### src/rtl/data_receiver.sv
// Domain-B end of a 4-phase req/ack CDC handshake: synchronises req, captures the word, and returns ack.
// Capture happens SYNC_STAGES+1 edges after req is sampled, and ack follows ACK_DELAY+1 cycles later; the sender is throttled only by ack.
module data_receiver #(
  parameter int DATA_W      = 4,
  parameter int SYNC_STAGES = 2,
  parameter int ACK_DELAY   = 0,
  parameter int CHECK_SEQ   = 1
) (
  input  logic              i_clk_b,
  input  logic              i_rst,
  input  logic              i_data_req,
  input  logic [DATA_W-1:0] i_data,
  output logic              o_data_ack,
  output logic [DATA_W-1:0] o_data,
  output logic              o_data_vld,
  output logic              o_seq_err,
  output logic [7:0]        o_err_cnt,
  output logic              o_busy
);

  localparam logic [1:0] ST_IDLE    = 2'd0;
  localparam logic [1:0] ST_CAPTURE = 2'd1;
  localparam logic [1:0] ST_WAIT    = 2'd2;
  localparam logic [1:0] ST_ACK     = 2'd3;

  localparam logic [7:0]        DLY_LAST = (ACK_DELAY == 0) ? 8'd0 : 8'(ACK_DELAY - 1);
  localparam logic [DATA_W-1:0] ONE      = {{(DATA_W-1){1'b0}}, 1'b1};

  logic [SYNC_STAGES-1:0] req_sync;
  logic                   req_s;
  logic [1:0]             state;
  logic [7:0]             dly_cnt;
  logic [DATA_W-1:0]      exp_data;
  logic                   seq_armed;

  assign req_s  = req_sync[SYNC_STAGES-1];
  assign o_busy = (state != ST_IDLE);

  always_ff @(posedge i_clk_b) begin
    if (i_rst) begin
      req_sync   <= '0;
      state      <= ST_IDLE;
      dly_cnt    <= 8'd0;
      exp_data   <= '0;
      seq_armed  <= 1'b0;
      o_data_ack <= 1'b0;
      o_data     <= '0;
      o_data_vld <= 1'b0;
      o_seq_err  <= 1'b0;
      o_err_cnt  <= 8'd0;
    end else begin
      req_sync   <= {req_sync[SYNC_STAGES-2:0], i_data_req};
      o_data_vld <= 1'b0;
      o_seq_err  <= 1'b0;
      case (state)
        // The word is latched on entry so o_data and o_data_vld line up in the CAPTURE cycle.
        ST_IDLE: begin
          if (req_s) begin
            state      <= ST_CAPTURE;
            o_data     <= i_data;
            o_data_vld <= 1'b1;
            if (CHECK_SEQ != 0) begin
              if (seq_armed && (i_data != exp_data)) begin
                o_seq_err <= 1'b1;
                if (o_err_cnt != 8'hFF) o_err_cnt <= o_err_cnt + 8'd1;
              end
              exp_data  <= i_data + ONE;
              seq_armed <= 1'b1;
            end
          end
        end
        ST_CAPTURE: begin
          if (ACK_DELAY == 0) begin
            state      <= ST_ACK;
            o_data_ack <= 1'b1;
          end else begin
            state   <= ST_WAIT;
            dly_cnt <= 8'd0;
          end
        end
        ST_WAIT: begin
          if (dly_cnt == DLY_LAST) begin
            state      <= ST_ACK;
            o_data_ack <= 1'b1;
          end else begin
            dly_cnt <= dly_cnt + 8'd1;
          end
        end
        ST_ACK: begin
          // Only a low synchronised req releases ACK, so one req phase yields one word.
          if (!req_s) begin
            state      <= ST_IDLE;
            o_data_ack <= 1'b0;
          end
        end
        default: state <= ST_IDLE;
      endcase
    end
  end

endmodule

### config.mk
export PLATFORM = sky130hd
export DESIGN_NAME = data_receiver
export DESIGN_NICKNAME = d
export VERILOG_FILES = /design/src/rtl/data_receiver.sv
export SDC_FILE = /design/constraint.sdc
export NUM_CORES = 1
export LEC_CHECK = 0
export CORE_UTILIZATION = 45
export CTS_CLUSTER_DIAMETER = 120
export DETAILED_ROUTE_END_ITERATION = 6
export PLACE_DENSITY = 0.77
export SLEW_MARGIN = 15
export SYNTH_ARGS = -nofsm -noshare
export SYNTH_HDL_FRONTEND = slang
export SYNTH_SLANG_ARGS = --single-unit
### constraint.sdc
create_clock -name i_clk_b -period 2.45 [get_ports i_clk_b]
set_clock_uncertainty 0.2 [all_clocks]
set_input_delay 0.49 -clock i_clk_b [delete_from_list [all_inputs] [get_ports i_clk_b]]
set_output_delay 0.49 -clock i_clk_b [all_outputs]
set_load 0.02 [all_outputs]
# Word-level counts from Yosys, hierarchy flattened
# Index checks and enable logic that the tools add are counted.
# totals
word_cells,45
reg_bits,32
inputBits,7
output_inout_bits,16
# op_classes
reduce_logical,12
n_mux,9
n_addsub,3
bitwise,3
eq_ne,8
# ops
op,n
$add A8 B1 Y8 const B,2
$logic_not A8 Y1,1
$ne A8 B8 Y1 const B,1
$pmux W2 S4,1
$mux W2,3
$ne A2 B2 Y1 const B,3
$reduce_and A3 Y1,2
$add A4 B1 Y4 const B,1
$eq A2 B2 Y1 const B,2
$mux W1,4
$ne A4 B4 Y1,1
$reduce_and A2 Y1,2
$reduce_and A4 Y1,1
$not A1 Y1,3
$pmux W1 S3,1
$reduce_bool A3 Y1,1
$reduce_or A3 Y1,1
$eq A2 B1 Y1 const B,1
$logic_not A2 Y1,1
$reduce_bool A2 Y1,1
$reduce_or A2 Y1,1
$logic_and A1 B1 Y1,1

# Logic depth before layout (Yosys ltp)
# Gate-level depths: netlist of run 1.
# depth
ltp_word,3
depth_mapped,7
mapped_depth_nobuf,6

# Least setup slack after synthesis of run 1
# No wires, ideal clock.
# synth_timing
kind,reg-to-reg
start,register o_err_cnt[0]
end,register o_err_cnt[6]
slack_ns,0.454
setup_time_ns,0.121
required_ns,2.129
synth_period_minus_slack_ns,1.996
arrival_ns,1.675
n_path_buf,1
path_stages_with_launch,7
cell_sequence,dfxtp_1 -> ha_1 -> nand3_1 -> o21ai_0 -> buf_2 -> nor4_1 -> mux2_2
# synth_between
elab_chain_len,2
word_cells_on_any_way,3
cone_classes,add/sub: 1; eq/ne: 1; reduce/logical: 1
# synth_lines
element,line_no,source
from (decl),17,"output logic [7:0] o_err_cnt,"
from (signal assigned),65,if (o_err_cnt != 8'hFF) o_err_cnt <= o_err_cnt + 8'd1;
branches (longest 2 deep; another with $add A8 B1 Y8),-,
# Several ways; the timed one is not identified.
# A chain may end at the register's enable or synchronous reset.

# Worst setup path in the final report of run 1
# layout_timing
start,register state[0]
end,output port o_busy
# layout_between
elab_chain_len,1
# layout_lines
element,line_no,source
from (decl),31,logic [1:0] state;
from (signal assigned),42,state <= ST_IDLE;
from (signal assigned),59,state <= ST_CAPTURE;
from (signal assigned),74,state <= ST_ACK;
$reduce_bool A2 Y1,37,assign o_busy = (state != ST_IDLE);
to (decl),18,output logic o_busy
# Every way passes these cells.

==> metrics.txt, run 1 <==
# TYPE chip_impl_metric gauge
chip_impl_metric{name="die_h",unit="µm"} 59.0
chip_impl_metric{name="number_of_hold_violations_in_the_final_report",unit=""} 0
chip_impl_metric{name="final.min_clock_period",unit="ns"} 2.20
chip_impl_metric{name="detail_route.first_pass.iterations",unit=""} 4
chip_impl_metric{name="htree_levels",unit=""} 2
chip_impl_metric{name="vdd_drop_max",unit="mV"} 0.371
chip_impl_metric{name="worst-r2r-cell-count",unit=""} 6
chip_impl_metric{name="pin_count",unit=""} 23
chip_impl_metric{name="worstPathRequired",unit="ns"} 1.76
chip_impl_metric{name="synth.yosys.warnings",unit=""} 0
chip_impl_metric{name="power_report.internal_total",unit="µW"} 772
chip_impl_metric{name="fp.dieW",unit="µm"} 59.0
chip_impl_metric{name="core_area",unit="µm²"} 3080
chip_impl_metric{name="place.gp.congestion",unit=""} 0.779
chip_impl_metric{name="design.die.area",unit="µm²"} 3480
chip_impl_metric{name="cts-buffers-inserted",unit=""} 5
chip_impl_metric{name="routed_wl",unit="µm"} 3020
chip_impl_metric{name="timing.critical_path.arrival",unit="ns"} 1.51
chip_impl_metric{name="timing.hold.worst_path_depth",unit=""} 1
chip_impl_info{name="yosysMostFrequentCell",value="dfxtp_1"} 1
chip_impl_metric{name="grt_first_pass_wirelength",unit="µm"} 5190
chip_impl_metric{name="final_critical_path_setup_slack",unit="ns"} 0.253
chip_impl_metric{name="layout.cell_area.non_filler",unit="µm²"} 1810
chip_impl_metric{name="power_switching_share",unit=""} 0.306
chip_impl_metric{name="worst_slew_margin_rel",unit=""} 0.742
chip_impl_metric{name="floorplan.initialDensity",unit=""} 0.475
chip_impl_metric{name="ant_nets",unit=""} 0
chip_impl_info{name="outcome",value="complete, no violations"} 1
chip_impl_metric{name="max_cap_violations",unit=""} 0
chip_impl_info{name="worstHoldStart",value="req_sync[0]"} 1
chip_impl_metric{name="power_per_cell_area",unit="nW/µm²"} 614
chip_impl_metric{name="areaGrowthSynthToFinish",unit="%"} 23.8
chip_impl_metric{name="netlist_instances",unit=""} 164
chip_impl_info{name="worst_setup_path_end_kind",value="primary output"} 1
chip_impl_metric{name="detail_route.iter0.violations",unit=""} 74
chip_impl_metric{name="power.static_leakage",unit="nW"} 0.660
chip_impl_metric{name="cts_max_path_buffers",unit=""} 2
chip_impl_metric{name="p_switching",unit="µW"} 340
chip_impl_metric{name="number_of_antenna_violations_at_the_first_check_in_global_routing",unit=""} 0
chip_impl_metric{name="postPlaceCellArea",unit="µm²"} 1770
chip_impl_metric{name="globalRouteTotalUtil",unit=""} 0.199
chip_impl_info{name="regToRegEndpoint",value="state[1]"} 1
chip_impl_metric{name="register_share_of_total_power",unit=""} 0.517
chip_impl_metric{name="route.vias.total",unit=""} 1250
chip_impl_metric{name="half_perimeter_wire_length_after_detailed_placement",unit="µm"} 2230
chip_impl_metric{name="worst-path-max-fanout",unit=""} 6
chip_impl_metric{name="yosys_register_bits",unit=""} 32
chip_impl_metric{name="final-setup-viol-count",unit=""} 0
chip_impl_metric{name="maximum_number_of_pins_on_one_net_before_global_route_repair",unit=""} 23
chip_impl_metric{name="post_layout_power",unit="mW"} 1.11
chip_impl_metric{name="detail_route.drc_violations",unit=""} 0
chip_impl_metric{name="async_flop_share",unit=""} 0
chip_impl_info{name="launch_instance_of_the_worst_register_to_register_path",value="dly_cnt[0]"} 1
chip_impl_metric{name="clk_pin_slew",unit="ns"} 0.09
chip_impl_info{name="rsz_0062_raised_after_global_routing",value="no"} 1
chip_impl_info{name="root_buffer",value="clkbuf_4"} 1
chip_impl_metric{name="pre_cts_ws",unit="ns"} -0.0104
chip_impl_info{name="netlist_top_cells_count",value="32 x dfxtp_1, 16 x nor2_1, 15 x a21oi_1, 15 x nand2_1, 9 x xor2_1"} 1
chip_impl_metric{name="maximum_frequency_from_static_timing_analysis",unit="MHz"} 455
chip_impl_metric{name="first_global_vias",unit=""} 1232
chip_impl_info{name="critical_path_class",value="reg -> out"} 1
chip_impl_metric{name="cts.sinks",unit=""} 32
chip_impl_metric{name="timing_max_transition_violations_final",unit=""} 0
chip_impl_metric{name="routed_via_density",unit=""} 5.25
chip_impl_metric{name="worst-r2r-setup-slack",unit="ns"} 0.33
chip_impl_metric{name="share_comb_of_total_power",unit=""} 0.234
chip_impl_metric{name="postSynthAreaPerCell",unit="µm²"} 8.92
chip_impl_metric{name="diodes",unit=""} 0
chip_impl_info{name="synth_area_leader_cell",value="dfxtp_1"} 1
chip_impl_metric{name="post-cts-setup-buffers",unit=""} 0
chip_impl_metric{name="grt_overflow",unit=""} 0
chip_impl_metric{name="tns",unit="ns"} 0
chip_impl_info{name="worstSetupStartpointType",value="flip-flop"} 1
chip_impl_info{name="cts_tree",value="yes"} 1
chip_impl_metric{name="synth_area",unit="µm²"} 1460
chip_impl_metric{name="clock_latency_late_sink",unit="ns"} 0.33
chip_impl_info{name="synthTopCellsByArea",value="dfxtp_1 44%, ha_1 6.0%, xor2_1 5.4%, a21oi_1 5.1%, nor2_1 4.1%"} 1
chip_impl_metric{name="synth_top_area_frac",unit=""} 0.438
chip_impl_metric{name="drt-wirelength-per-cell",unit="µm"} 12.7
chip_impl_metric{name="nets_final",unit=""} 208
chip_impl_metric{name="worst-slew-pin-transition",unit="ns"} 0.382
chip_impl_info{name="worstHoldEndpoint",value="req_sync[1]"} 1
chip_impl_metric{name="synth_enable_flop_cells",unit=""} 0
chip_impl_info{name="ys.flop_type",value="dfxtp_1"} 1
chip_impl_metric{name="placementRows",unit=""} 20
chip_impl_metric{name="post_route_cells_drive_above_1_share",unit=""} 0.108
chip_impl_metric{name="synth-seq-area-share",unit=""} 0.438
chip_impl_info{name="worstHoldPathType",value="reg -> reg"} 1
chip_impl_metric{name="port_buffers",unit=""} 22
chip_impl_metric{name="clkPwrFrac",unit=""} 0.248
chip_impl_metric{name="netlist-cell-type-count",unit=""} 33
chip_impl_metric{name="min_period_over_period",unit=""} 0.897
chip_impl_metric{name="synth_nets",unit=""} 178
-- through the flow --
stage          std cells  utilization  hold WS, ns
4_1_cts              238        0.588        0.252
5_1_grt              238        0.588        0.278
6_report             238        0.588        0.249
3_5_place_dp         231        0.574        0.228
3_3_place_gp         231        0.574        0.218
2_1_floorplan        164            -        0.214
-- worst max-delay path by stage --
stage / from / end / slack, ns / depth (start not counted)
floorplan: o_err_cnt[0] / o_err_cnt[6] / 0.45 / 6
global placement: i_data[0] / o_err_cnt[5] / 0.05 / 6
detailed placement: i_data[0] / o_err_cnt[4] / -0.01 / 6
CTS: state[0] / o_busy / 0.26 / 4
global route: dly_cnt[0] / state[1] / 0.18 / 6
finish: state[0] / o_busy / 0.25 / 4
-- power groups by stage --
| stage | combinational (mW) | clock (mW) | sequential, mW |
|---|---|---|---|
| after CTS | 0.261 | 0.287 | 0.576 |
| after global placement | 0.251 | 0 | 0.585 |
| final | 0.261 | 0.276 | 0.575 |
| after detailed placement | 0.267 | 0 | 0.587 |
| after global routing | 0.283 | 0.312 | 0.580 |
| after floorplan | 0.154 | 0 | 0.597 |
-- cell type report --
cell class,instances,area [µm²]
clock buffers,6,41.3
clock inverters,1,5.00
fillers,287,1270
inverters,7,26.3
multi-input cells,117,756
flip-flops and latches,32,641
well taps,44,55.1
repair buffers,31,287
-- kinds of logic after synthesis --
group,after synthesis,synth area share
multiplexers,3,0.0214
AO/OA/AOI/OAI,34,0.148
buffers and inverters,15,0.0453
XOR/XNOR,12,0.0719
adder cells (fa/ha/maj),7,0.0599
flip-flops,32,0.438
AND/OR/NAND/NOR,61,0.216
-- critical path, stage by stage, from the launching register on --
cell	delay (ns)
dfxtp_1	0.37
inv_1	0.09
ha_1	0.27
inv_1	0.11
dlygate4sd2_1	0.34
-- cells in the final DEF (no fill, tap or decap), types with 3 or more instances in the layout --
cell type	n
o31ai_1	7
xnor2_1	3
inv_1	7
nor2_1	16
nand2_1	15
o21ai_0	4
or4_1	5
a211oi_1	4
dfxtp_1	32
clkbuf_4	5
ha_1	7
clkdlybuf4s50_1	21
xor2_1	9
nor2b_1	3
a21oi_1	15
or3_1	5
nand3_1	5
buf_4	9
-- routing by layer --
layer,up-vias,wire length [µm],GRT usage
met1,589,1350,0.227
met5,-,0,0
met4,0,32,0.0510
met2,20,1520,0.349
li1,637,-,-
met3,4,122,0.0742
-- sequential cells by signal, summed over array words and instances (netlist names) --
signal / flops
dly_cnt: 8
exp_data: 4
o_data: 4
o_data_ack: 1
o_data_vld: 1
o_err_cnt: 8
o_seq_err: 1
req_sync: 2
seq_armed: 1
state: 2
-- what timing repair did --
item                                    in CTS  in global routing
endpoints found under the setup margin       1                  0
resized for setup                            1                  0
hold endpoints to repair                     0                  0
hold buffers                                 0                  0
No activity file was read; power rests on OpenSTA's default activity.
==> run 2: changes to the inputs <==
Settings changed: CAP_MARGIN from default to 20, CORE_ASPECT_RATIO from default to 0.75.
==> metrics.txt, run 2 (same netlist as run 1, synthesis figures left out) <==
# TYPE chip_impl_metric gauge
chip_impl_info{name="outcome",value="complete, no violations"} 1
chip_impl_metric{name="tns",unit="ns"} 0
chip_impl_metric{name="detail_route.first_pass.iterations",unit=""} 4
chip_impl_info{name="rsz_0062_raised_after_global_routing",value="no"} 1
chip_impl_info{name="launch_instance_of_the_worst_register_to_register_path",value="state[0]"} 1
chip_impl_metric{name="grt_overflow",unit=""} 0
chip_impl_info{name="cts_tree",value="yes"} 1
chip_impl_info{name="worst_setup_path_startpoint",value="i_data[1]"} 1
chip_impl_metric{name="multi_input_comb_area",unit="µm²"} 756
chip_impl_metric{name="place.gp.congestion",unit=""} 0.809
chip_impl_info{name="critical_path_class",value="in -> reg"} 1
chip_impl_metric{name="design.die.area",unit="µm²"} 3480
chip_impl_metric{name="half_perimeter_wire_length_after_detailed_placement",unit="µm"} 2320
chip_impl_metric{name="maximum_number_of_pins_on_one_net_before_global_route_repair",unit=""} 16
chip_impl_metric{name="post_route_cells_drive_above_1_share",unit=""} 0.112
chip_impl_metric{name="min_period_over_period",unit=""} 0.904
chip_impl_metric{name="cts.sinks",unit=""} 32
chip_impl_metric{name="port_buffers",unit=""} 22
chip_impl_metric{name="worst_slew_margin_rel",unit=""} 0.672
chip_impl_metric{name="final_core_util",unit=""} 0.615
chip_impl_metric{name="pre_cts_ws",unit="ns"} -0.0638
chip_impl_metric{name="areaGrowthSynthToFinish",unit="%"} 27.0
chip_impl_metric{name="nets_final",unit=""} 209
chip_impl_info{name="final_cell_mix",value="32 x dfxtp_1, 21 x clkdlybuf4s50_1, 16 x nor2_1"} 1
chip_impl_metric{name="pin_count",unit=""} 23
chip_impl_metric{name="worstPathRequired",unit="ns"} 2.43
chip_impl_metric{name="number_of_hold_violations_in_the_final_report",unit=""} 0
chip_impl_metric{name="fill_cells",unit=""} 253
chip_impl_info{name="worstHoldStart",value="req_sync[0]"} 1
chip_impl_metric{name="ctsHoldBuffers",unit=""} 0
chip_impl_metric{name="globalRouteTotalUtil",unit=""} 0.220
chip_impl_metric{name="floorplan.initialDensity",unit=""} 0.484
chip_impl_metric{name="power.static_leakage",unit="nW"} 0.691
chip_impl_metric{name="clk_pin_slew",unit="ns"} 0.07
chip_impl_info{name="mostFrequentLayoutCell",value="dfxtp_1"} 1
chip_impl_metric{name="clock_latency_late_sink",unit="ns"} 0.29
chip_impl_metric{name="final.min_clock_period",unit="ns"} 2.21
chip_impl_metric{name="worst-path-max-fanout",unit=""} 11
chip_impl_info{name="worstHoldPathType",value="reg -> reg"} 1
chip_impl_metric{name="first_global_vias",unit=""} 1273
chip_impl_metric{name="layout.area.seq",unit="µm²"} 641
chip_impl_metric{name="timing.hold.worst_path_depth",unit=""} 1
chip_impl_metric{name="vdd_drop_max",unit="mV"} 0.394
chip_impl_metric{name="detail_route.iter0.violations",unit=""} 73
chip_impl_metric{name="routed_via_density",unit=""} 5.47
chip_impl_metric{name="drt-wirelength-per-cell",unit="µm"} 13.9
chip_impl_metric{name="cts_max_path_buffers",unit=""} 2
chip_impl_metric{name="htree_levels",unit=""} 2
chip_impl_metric{name="timing_max_transition_violations_final",unit=""} 0
chip_impl_metric{name="final_critical_path_setup_slack",unit="ns"} 0.236
chip_impl_metric{name="diodes",unit=""} 0
chip_impl_metric{name="detail_route.drc_violations",unit=""} 0
chip_impl_metric{name="max_cap_violations",unit=""} 0
chip_impl_metric{name="fp.dieW",unit="µm"} 67.8
chip_impl_metric{name="grt_first_pass_wirelength",unit="µm"} 5570
chip_impl_info{name="top_regs",value="dly_cnt: 8 flops, o_err_cnt: 8 flops"} 1
chip_impl_metric{name="timing.critical_path.arrival",unit="ns"} 2.19
chip_impl_info{name="worstSetupStartpointType",value="input pin"} 1
chip_impl_metric{name="ant_nets",unit=""} 0
chip_impl_metric{name="worst-slew-pin-transition",unit="ns"} 0.490
chip_impl_metric{name="cts-buffers-inserted",unit=""} 5
chip_impl_metric{name="routed_wl",unit="µm"} 3250
chip_impl_info{name="root_buffer",value="clkbuf_8"} 1
chip_impl_metric{name="number_of_antenna_violations_at_the_first_check_in_global_routing",unit=""} 0
chip_impl_metric{name="worst-r2r-cell-count",unit=""} 7
chip_impl_metric{name="maximum_frequency_from_static_timing_analysis",unit="MHz"} 452
chip_impl_metric{name="power_per_cell_area",unit="nW/µm²"} 681
chip_impl_metric{name="post-cts-setup-buffers",unit=""} 0
chip_impl_metric{name="core_area",unit="µm²"} 3020
chip_impl_metric{name="placementRows",unit=""} 17
chip_impl_metric{name="die_h",unit="µm"} 51.4
chip_impl_metric{name="final-setup-viol-count",unit=""} 0
chip_impl_metric{name="route.vias.total",unit=""} 1280
chip_impl_info{name="worst_setup_path_end_kind",value="flip-flop"} 1
run 2: cell types whose count changed in the layout (fill, tap and decap cells not counted), sizes merged:
cell | before | now
clkinv | 1 | 0
clkbuf | 6 | 8
buf | 9 | 10
dlygate4sd2 | 1 | 0
dlymetal6s2s | 0 | 1
run 2: final cells by class:
type | instances | share of cell area
repair buffers | 32 | 0.160
well taps | 38 | 0.0256
multi-input cells | 117 | 0.407
clock buffers | 8 | 0.0485
flip-flops and latches | 32 | 0.345
inverters | 7 | 0.0141
run 2: power by group:
| part | internal (mW) | switching [mW] |
|---|---|---|
| logic | 0.121 | 0.146 |
| registers | 0.553 | 0.0249 |
| clock network | 0.229 | 0.191 |
| total | 0.903 | 0.362 |
run 2: critical path: stages:
cell and delay (ns):
clkdlybuf4s50_1 0.50, xor2_1 0.20, o41ai_2 0.11, buf_4 0.18, nor4_1 0.34, mux2_2 0.37
run 2: path summary, 6_finish.rpt:
path | to | slack (ns)
worst max-delay path | o_err_cnt[6] | 0.24
worst min-delay path | req_sync[1] | 0.24
worst max register to register | o_err_cnt[6] | 0.36
worst min register to register | req_sync[1] | 0.24
run 2: timing repair:
item                                   4_1_cts  5_1_grt
setup endpoints to repair                    0        1
gates resized for setup                      0        1
endpoints found under the hold margin        0        0
run 2: metrics by stage:
stage	hold WS [ns]	power (mW)	cell area (µm²)	std cells
3_3_place_gp	0.224	0.837	1770	226
5_1_grt	0.257	1.33	1860	234
2_1_floorplan	0.214	0.751	1460	164
3_5_place_dp	0.237	0.857	1770	226
4_1_cts	0.251	1.27	1860	234
6_report	0.242	1.26	1860	234
run 2: metal layers:
metal,track usage,part of all wire,vias to the layer above,wire (µm)
met5,0,0,-,0
met4,0.115,0.020,0,65
met3,0.0625,0.035,8,114
met2,0.373,0.50,24,1630
met1,0.249,0.44,616,1440
li1,-,-,632,-
==> run 3: changes to the inputs <==
Settings changed: CORE_UTILIZATION 45 to 52, PLACE_DENSITY 0.77 to 0.86.
==> metrics.txt, run 3 (same netlist as run 1, synthesis figures left out) <==
# TYPE chip_impl_metric gauge
chip_impl_metric{name="holdWs",unit="ns"} 0.237
chip_impl_info{name="outcome",value="complete, no violations"} 1
chip_impl_metric{name="htree_levels",unit=""} 2
chip_impl_info{name="cts_tree",value="yes"} 1
chip_impl_metric{name="worstPathRequired",unit="ns"} 1.76
chip_impl_metric{name="number_of_antenna_violations_at_the_first_check_in_global_routing",unit=""} 0
chip_impl_metric{name="nets_final",unit=""} 209
chip_impl_metric{name="ant_nets",unit=""} 0
chip_impl_metric{name="fp.dieW",unit="µm"} 63.2
chip_impl_metric{name="clock_latency_late_sink",unit="ns"} 0.29
chip_impl_metric{name="min_period_over_period",unit=""} 0.966
chip_impl_metric{name="post-cts-setup-buffers",unit=""} 0
chip_impl_metric{name="maximum_number_of_pins_on_one_net_before_global_route_repair",unit=""} 33
chip_impl_metric{name="vdd_drop_max",unit="mV"} 0.348
chip_impl_metric{name="number_of_hold_violations_in_the_final_report",unit=""} 0
chip_impl_metric{name="post_route_cells_drive_above_1_share",unit=""} 0.122
chip_impl_metric{name="grt_overflow",unit=""} 0
chip_impl_metric{name="pin_count",unit=""} 23
chip_impl_metric{name="first_global_vias",unit=""} 1134
chip_impl_metric{name="areaGrowthSynthToFinish",unit="%"} 26.9
chip_impl_metric{name="clk_pin_slew",unit="ns"} 0.07
chip_impl_metric{name="drt-wirelength-per-cell",unit="µm"} 12.7
chip_impl_metric{name="cts.sinks",unit=""} 32
chip_impl_metric{name="detail_route.drc_violations",unit=""} 0
chip_impl_metric{name="route.vias.total",unit=""} 1248
chip_impl_metric{name="worst-slew-pin-transition",unit="ns"} 0.593
chip_impl_metric{name="placementRows",unit=""} 16
chip_impl_metric{name="design.die.area",unit="µm²"} 3030
chip_impl_metric{name="maximum_frequency_from_static_timing_analysis",unit="MHz"} 422
chip_impl_metric{name="timing.critical_path.arrival",unit="ns"} 1.68
chip_impl_info{name="rsz_0062_raised_after_global_routing",value="no"} 1
chip_impl_info{name="final_cell_mix",value="32 x dfxtp_1, 22 x clkdlybuf4s50_1, 16 x nor2_1"} 1
chip_impl_metric{name="routed_via_density",unit=""} 5.38
chip_impl_metric{name="timing_max_transition_violations_final",unit=""} 0
chip_impl_info{name="root_buffer",value="clkbuf_8"} 1
chip_impl_metric{name="floorplan.initialDensity",unit=""} 0.554
chip_impl_metric{name="globalRouteTotalUtil",unit=""} 0.212
chip_impl_info{name="critical_path_class",value="reg -> out"} 1
chip_impl_metric{name="cts_max_path_buffers",unit=""} 2
chip_impl_metric{name="place.gp.congestion",unit=""} 0.812
chip_impl_metric{name="tns",unit="ns"} 0
chip_impl_metric{name="final.min_clock_period",unit="ns"} 2.37
chip_impl_info{name="worstSetupStartpointType",value="flip-flop"} 1
chip_impl_metric{name="detail_route.first_pass.iterations",unit=""} 4
chip_impl_info{name="worstHoldPathType",value="reg -> reg"} 1
chip_impl_metric{name="core_area",unit="µm²"} 2640
chip_impl_metric{name="final-setup-viol-count",unit=""} 0
chip_impl_metric{name="cts-buffers-inserted",unit=""} 5
chip_impl_metric{name="post_layout_power",unit="mW"} 1.26
chip_impl_info{name="mostFrequentLayoutCell",value="dfxtp_1"} 1
chip_impl_metric{name="worst_slew_margin_rel",unit=""} 0.600
chip_impl_metric{name="grt_first_pass_wirelength",unit="µm"} 4700
chip_impl_info{name="top_regs",value="dly_cnt: 8 flops, o_err_cnt: 8 flops"} 1
chip_impl_metric{name="half_perimeter_wire_length_after_detailed_placement",unit="µm"} 2160
chip_impl_metric{name="power.static_leakage",unit="nW"} 0.685
chip_impl_metric{name="port_buffers",unit=""} 22
chip_impl_metric{name="power_per_cell_area",unit="nW/µm²"} 680
chip_impl_metric{name="cts_resized",unit=""} 0
chip_impl_metric{name="die_h",unit="µm"} 47.9
chip_impl_metric{name="diodes",unit=""} 0
chip_impl_info{name="worst_setup_path_end_kind",value="primary output"} 1
chip_impl_metric{name="routed_wl",unit="µm"} 2940
chip_impl_metric{name="worst-path-max-fanout",unit=""} 6
chip_impl_metric{name="max_cap_violations",unit=""} 0
chip_impl_metric{name="ctsHoldBuffers",unit=""} 0
chip_impl_metric{name="detail_route.iter0.violations",unit=""} 67
run 3: cell count changes in the layout (fill, tap and decap cells not counted), sizes merged:
| cell | previous run | this run |
|---|---|---|
| clkbuf | 8 | 6 |
| clkdlybuf4s50 | 21 | 22 |
| clkinv | 0 | 2 |
| dlymetal6s2s | 1 | 0 |
run 3: layer usage:
metal | track usage | share of wire | up-vias
li1 | - | - | 631
met1 | 0.250 | 0.48 | 583
met2 | 0.361 | 0.46 | 27
met3 | 0.0500 | 0.041 | 7
met4 | 0.150 | 0.021 | 0
met5 | 0 | 0 | -
run 3: metrics by stage:
step	instances	util	setup slack (ns)	cell area, µm²
3_3_place_gp	224	0.667	0.0144	1760
5_1_grt	232	0.702	0.00306	1860
6_report	232	0.702	0.0831	1860
3_5_place_dp	224	0.667	0.0140	1760
4_1_cts	232	0.702	0.0679	1860
2_1_floorplan	164	-	0.454	1460
run 3: worst max-delay path, cell delays in order, from the launching register on:
cell             delay [ns]
dfxtp_1                0.36
inv_1                  0.08
ha_1                   0.27
inv_1                  0.09
clkdlybuf4s50_1        0.60
run 3: final timing paths:
path | slack (ns) | end | from | cells past startpoint
setup / recovery | 0.08 | o_busy | state[0] | 4
hold / removal | 0.24 | req_sync[1] | req_sync[0] | 1
setup reg to reg | 0.32 | state[1] | dly_cnt[0] | 6
hold reg to reg | 0.24 | req_sync[1] | req_sync[0] | 1
run 3: cell type report:
type	count	area, µm²
Fill cell	222	787
Multi-Input combinational cell	117	756
Sequential cell	32	641
Timing Repair Buffer	32	295
Clock buffer	6	82.6
Tap cell	36	45.0
Inverter	7	26.3
Clock inverter	2	10.0
run 3: report_power, final:
group          switching, mW  internal [mW]  total [mW]  leakage [nW]
registers             0.0230          0.553       0.576         0.259
clock network          0.202          0.224       0.425        0.0510
logic                  0.138          0.123       0.261         0.374
